<file path="src/rtl/iod_ref_clk_train_ctrl.sv">
// iod_ref_clk_train_ctrl: sweeps the IOD delay line to find two data edges and centres on their midpoint.
// Optional post-centring eye-monitor check is enabled by defining IOD_TRAIN_EYE_CHECK_EN.
module iod_ref_clk_train_ctrl #(
    parameter int SETTLE_CYCLES = 8,
    parameter int MAX_TAPS      = 127
) (
    input  logic       FAB_CLK,
    input  logic       ARST_N,
    input  logic       TRAIN_START,
    input  logic [7:0] RX_DATA,
    input  logic       DELAY_LINE_OUT_OF_RANGE,
    input  logic       EYE_MONITOR_EARLY,
    input  logic       EYE_MONITOR_LATE,
    output logic       DELAY_LINE_LOAD,
    output logic       DELAY_LINE_MOVE,
    output logic       DELAY_LINE_DIRECTION,
    output logic       EYE_MONITOR_CLEAR_FLAGS,
    output logic       BUSY,
    output logic       TRAIN_DONE,
    output logic       TRAIN_ERR,
    output logic [7:0] TAP_COUNT
);
    typedef enum logic [3:0] {IDLE, LOAD, SETTLE, SAMPLE, STEP, CENTER, CHECK, DONE, ERROR} state_t;
    state_t     state_q, state_d;
    logic [7:0] tap_q, tap_d, ref_q, ref_d, e1_q, e1_d, e2_q, e2_d, cnt_q, cnt_d;
    logic       phase_q, phase_d, dir_q, dir_d;
    logic [7:0] target;
    logic       rx_edge, at_max;
    assign target  = 8'(({1'b0, e1_q} + {1'b0, e2_q}) >> 1);
    // At tap 0 the sample becomes the reference, so it can never count as an edge
    assign rx_edge = (tap_q != 8'd0) && (RX_DATA != ref_q);
    assign at_max  = tap_q == 8'(MAX_TAPS);
`ifndef IOD_TRAIN_EYE_CHECK_EN
    logic unused_eye;
    assign unused_eye = EYE_MONITOR_EARLY | EYE_MONITOR_LATE;
`endif
    always_ff @(posedge FAB_CLK or negedge ARST_N) begin
        if (!ARST_N) begin
            state_q <= IDLE;
            tap_q   <= '0;
            ref_q   <= '0;
            e1_q    <= '0;
            e2_q    <= '0;
            cnt_q   <= '0;
            phase_q <= 1'b0;
            dir_q   <= 1'b0;
        end else begin
            state_q <= state_d;
            tap_q   <= tap_d;
            ref_q   <= ref_d;
            e1_q    <= e1_d;
            e2_q    <= e2_d;
            cnt_q   <= cnt_d;
            phase_q <= phase_d;
            dir_q   <= dir_d;
        end
    end
    always_comb begin
        state_d = state_q;
        tap_d   = tap_q;
        ref_d   = ref_q;
        e1_d    = e1_q;
        e2_d    = e2_q;
        cnt_d   = cnt_q;
        phase_d = phase_q;
        dir_d   = dir_q;
        case (state_q)
            IDLE, DONE, ERROR: state_d = TRAIN_START ? LOAD : state_q;
            LOAD: begin
                tap_d   = '0;
                phase_d = 1'b0;
                cnt_d   = '0;
                state_d = SETTLE;
            end
            SETTLE: begin
                cnt_d   = (cnt_q == 8'(SETTLE_CYCLES - 1)) ? 8'd0 : cnt_q + 8'd1;
                state_d = (cnt_q == 8'(SETTLE_CYCLES - 1)) ? SAMPLE : SETTLE;
            end
            SAMPLE: begin
                if (tap_q == 8'd0) ref_d = RX_DATA;
                if (DELAY_LINE_OUT_OF_RANGE) begin
                    state_d = ERROR;
                end else if (rx_edge && !phase_q) begin
                    e1_d    = tap_q;
                    ref_d   = RX_DATA;
                    phase_d = 1'b1;
                    state_d = at_max ? ERROR : STEP;
                end else if (rx_edge) begin
                    e2_d    = tap_q;
                    state_d = CENTER;
                end else begin
                    state_d = at_max ? ERROR : STEP;
                end
            end
            STEP: begin
                tap_d   = tap_q + 8'd1;
                dir_d   = 1'b1;
                cnt_d   = '0;
                state_d = SETTLE;
            end
            // E2 > E1 always, so at least one decrement happens before reaching the midpoint
            CENTER: begin
                tap_d   = tap_q - 8'd1;
                dir_d   = 1'b0;
                cnt_d   = '0;
                state_d = (tap_q - 8'd1 == target) ? CHECK : CENTER;
            end
            CHECK: begin
`ifdef IOD_TRAIN_EYE_CHECK_EN
                cnt_d   = cnt_q + 8'd1;
                if (cnt_q == 8'(SETTLE_CYCLES))
                    state_d = (EYE_MONITOR_EARLY || EYE_MONITOR_LATE) ? ERROR : DONE;
`else
                state_d = DONE;
`endif
            end
            default: state_d = IDLE;
        endcase
    end
    always_comb begin
        DELAY_LINE_LOAD         = state_q == LOAD;
        DELAY_LINE_MOVE         = (state_q == STEP) || (state_q == CENTER);
        DELAY_LINE_DIRECTION    = (state_q == STEP) ? 1'b1 : (state_q == CENTER) ? 1'b0 : dir_q;
`ifdef IOD_TRAIN_EYE_CHECK_EN
        EYE_MONITOR_CLEAR_FLAGS = ((state_q == SETTLE) || (state_q == CHECK)) && (cnt_q == 8'd0);
`else
        EYE_MONITOR_CLEAR_FLAGS = (state_q == SETTLE) && (cnt_q == 8'd0);
`endif
        BUSY                    = !((state_q == IDLE) || (state_q == DONE) || (state_q == ERROR));
        TRAIN_DONE              = state_q == DONE;
        TRAIN_ERR               = state_q == ERROR;
        TAP_COUNT               = tap_q;
    end
endmodule

</file>
<file path="config.mk">
export PLATFORM = sky130hd
export DESIGN_NAME = iod_ref_clk_train_ctrl
export DESIGN_NICKNAME = d
export VERILOG_FILES = /design/src/rtl/iod_ref_clk_train_ctrl.sv
export SDC_FILE = /design/constraint.sdc
export NUM_CORES = 1
export LEC_CHECK = 0
export ABC_AREA = 0
export ABC_CLOCK_PERIOD_IN_PS = 2700
export CORE_MARGIN = 8
export CORE_UTILIZATION = 47
export DETAILED_ROUTE_END_ITERATION = 6
export MAX_ROUTING_LAYER = met4
export PLACE_DENSITY_LB_ADDON = 0.12
export SLEW_MARGIN = 20
export SYNTH_ARGS = -nofsm -noshare
export SYNTH_HDL_FRONTEND = slang
export SYNTH_SLANG_ARGS = --single-unit
</file>
<file path="constraint.sdc">
create_clock -name FAB_CLK -period 2.7 [get_ports FAB_CLK]
set_input_delay 0.54 -clock FAB_CLK [delete_from_list [all_inputs] [get_ports FAB_CLK]]
set_output_delay 0.54 -clock FAB_CLK [all_outputs]
set_load 0.1 [all_outputs]
</file>
==> results_dict.tcl, run 1 <==
set metrics [dict create \
    leakage_nw 1.53 \
    finalHoldViolCount 0 \
    dp_cells 392 \
    first_pass_iters 6 \
    grt_usage_pct 14.0 \
    synth_nets 322 \
    synth_seq_cells 46 \
    drtIter0Drc 90 \
    clk_path_buf_depth 2 \
    wl_per_cell_um 14.1 \
    synthTopCellsByCount "46 x dfrtp_1, 30 x nand2_1, 27 x o21ai_0, 24 x xnor2_1" \
    worst_pin_slew_ns 0.599 \
    clk_latency_ns 0.29 \
    fp-row-count 28 \
    ys_top_cells_by_area "dfrtp_1 40%, mux2_2 7.9%, xnor2_1 7.3%, ha_1 4.8%, o21ai_0 4.7%" \
    fin_nets 350 \
    clock_skew_ns 0.00593 \
    dr_total_vias 2151 \
    antenna_found_initial 0 \
    die_h_um 94.1 \
    setup_viol 0 \
    ys.flop_type "dfrtp_1" \
    setup_tns_ns 0 \
    grt_pass1_wl_mm 9.89 \
    io_buffers 26 \
    synthArstFlopShare_pct 100 \
    fin_crit_sh_pct 90.7 \
    grt_max_degree 22 \
    place_ws_ns 0.234 \
    slowest_delay_ns 0.40 \
    clock_sinks 46 \
    powerDensity_nw_per_um2 1370 \
    worstPathCellList "ha_1 > a21o_1 > a21oi_1 > nor2b_1 > a311oi_1 > xnor2_1 > nand4b_1 > a311o_1" \
    layout-drive-gt1-share_pct 23.1 \
    rsz0062_at_grt "false" \
    synth_edf_count 0 \
    worst_path_max_delay_cell "a311o_1" \
    yosysWarnings 0 \
    start_kind "flop" \
    clock-root-buffer "clkbuf_8" \
    worst_slack_ns 0.251 \
    cts_resized 0 \
    diodes 0 \
    synth.avg_cell_area_sq_um 9.68 \
    synth_area_sq_um 2870 \
    rrSetupSlack_ns 0.25 \
    worstSetupEndpointType "flop" \
    power_w 0.00465 \
    synth.largest_area_cell "dfrtp_1" \
    vdd_drop_max_uv 879 \
    core_area_sq_um 5920 \
    synth_top_area_share_pct 40.2 \
    r2r_cells 8 \
    timing.rr.end "state_q[0]" \
    chipWidth_um 94.1 \
    outcome "finished, final reports clean" \
    clkTransAtPathRegs_ns 0.09 \
    fmax_ghz 0.408 \
    setup.worst_path.class "flop to flop" \
    avgViaCountPerCell 5.38 \
    post_cts_buffers 0 \
    syn_to_final_growth_pct 18.1 \
    route.detailed.drc 0 \
    cap_violations 0 \
    critPathArrivalTime_ns 2.63 \
    ant_nets 0 \
    hold_buffers 0 \
    hold_path_class "input port to async pin" \
    start_util_pct 48.4 \
    finalCriticalPeriod_ns 2.45 \
    path_max_fanout 5 \
    yosysMostFrequentCell "dfrtp_1" \
    htreeDepth 2 \
    fin_util_pct 57.2 \
    synth_seq_area_share_pct 40.2 \
    layoutNonFillerInstCount 400 \
    finalWeightedCongestion 0.815 \
    r2r-start "e1_q[4]" \
    drv_slew 0 \
    grt_overflow 0 \
    ys_types 49 \
    max_slew_margin_pct 59.9 \
    required_ns 2.88 \
    first_global_vias 2094 \
    cts_tree "built" \
    cts_buffers 5 \
    wl_mm 5.64 \
    synthCells 296 \
    place_hpwl_mm 4.37 \
    die_area_sq_um 8850 \
    ioPinCount 29 \
]
[routing by layer]
layer	track usage [%]	wire length, um	up-vias
met5	-	0	-
met4	2.77	32	0
met3	3.36	219	2
met2	20.8	2540	35
met1	18.8	2850	1031
li1	-	-	1083
[placed cells by master, fill, tap and decap left out, drive strengths merged, types with 8 or more instances in the layout]
cell / instances
a21oi: 8
xor2: 8
dfrtp: 46
ha: 11
o21ai: 28
nor2: 20
mux2: 20
inv: 12
nand2: 31
xnor2: 25
nand3: 10
clkdlybuf4s50: 10
buf: 27
[worst max-delay path, delay by kind of cell, from the launching register on]
| family | cells | cell delay (ns) |
|---|---|---|
| xor+xnor | 1 | 0.16 |
| fa+ha+maj | 1 | 0.37 |
| simple gates | 2 | 0.30 |
| flops | 1 | 0.39 |
| compound gates | 4 | 1.13 |
[power breakdown]
part / total (W) / internal (W) / switching, W
combinational: 0.00298 / 0.00123 / 0.00175
clock: 0.000443 / 0.000206 / 0.000236
sequential: 0.00123 / 0.000945 / 0.000283
total: 0.00465 / 0.00238 / 0.00227
[registers in the layout, indices dropped and copies added (netlist names)]
name / flops
TAP_COUNT: 8
ref_q: 8
e2_q: 8
cnt_q: 8
dir_q: 1
e1_q: 8
phase_q: 1
state_q: 4
[layout make-up]
cell class	count	area [sq um]
Multi-Input combinational cell	222	1610
Inverter	12	45.0
Timing Repair Buffer	37	388
Clock inverter	2	12.5
Tap cell	75	93.8
Fill cell	545	2540
Clock buffer	6	82.6
Sequential cell	46	1150
[kinds of logic (layout without fill, tap and decap cells)]
family	Yosys count	after routing	synth area share [%]
compound gates	60	60	13.5
xor+xnor	33	33	10.6
fa+ha+maj	12	12	5.50
buf+inv	28	57	4.50
flops	46	46	40.2
mux	21	21	8.21
simple gates	96	96	17.6
[worst max path at each step]
stage                       startpoint    endpoint  slack (ns)  cells past startpoint
after floorplan             state_q[3]    cnt_q[6]        0.07                      7
after global placement      RX_DATA[7]     e2_q[4]        0.24                      8
after detailed placement    RX_DATA[7]     e2_q[2]        0.23                      8
after CTS                 TAP_COUNT[1]     e2_q[2]        0.25                      9
after global routing      TAP_COUNT[1]     e2_q[2]        0.08                      9
final                          e1_q[4]  state_q[0]        0.25                      8
[through the flow]
stage | area [sq um] | hold slack, ns
floorplan | 2890 | 0.244
global placement | 3290 | 0.459
detailed placement | 3290 | 0.481
CTS | 3380 | 0.204
global route | 3380 | 0.218
finish | 3380 | 0.189
Note: power is estimated with default switching activity, not from simulation.
==> run 2: changes to the inputs <==
Settings changed: CAP_MARGIN set to 10.
==> results of run 2 <==
Final layout, timing and power as in run 1 (identical DEF).
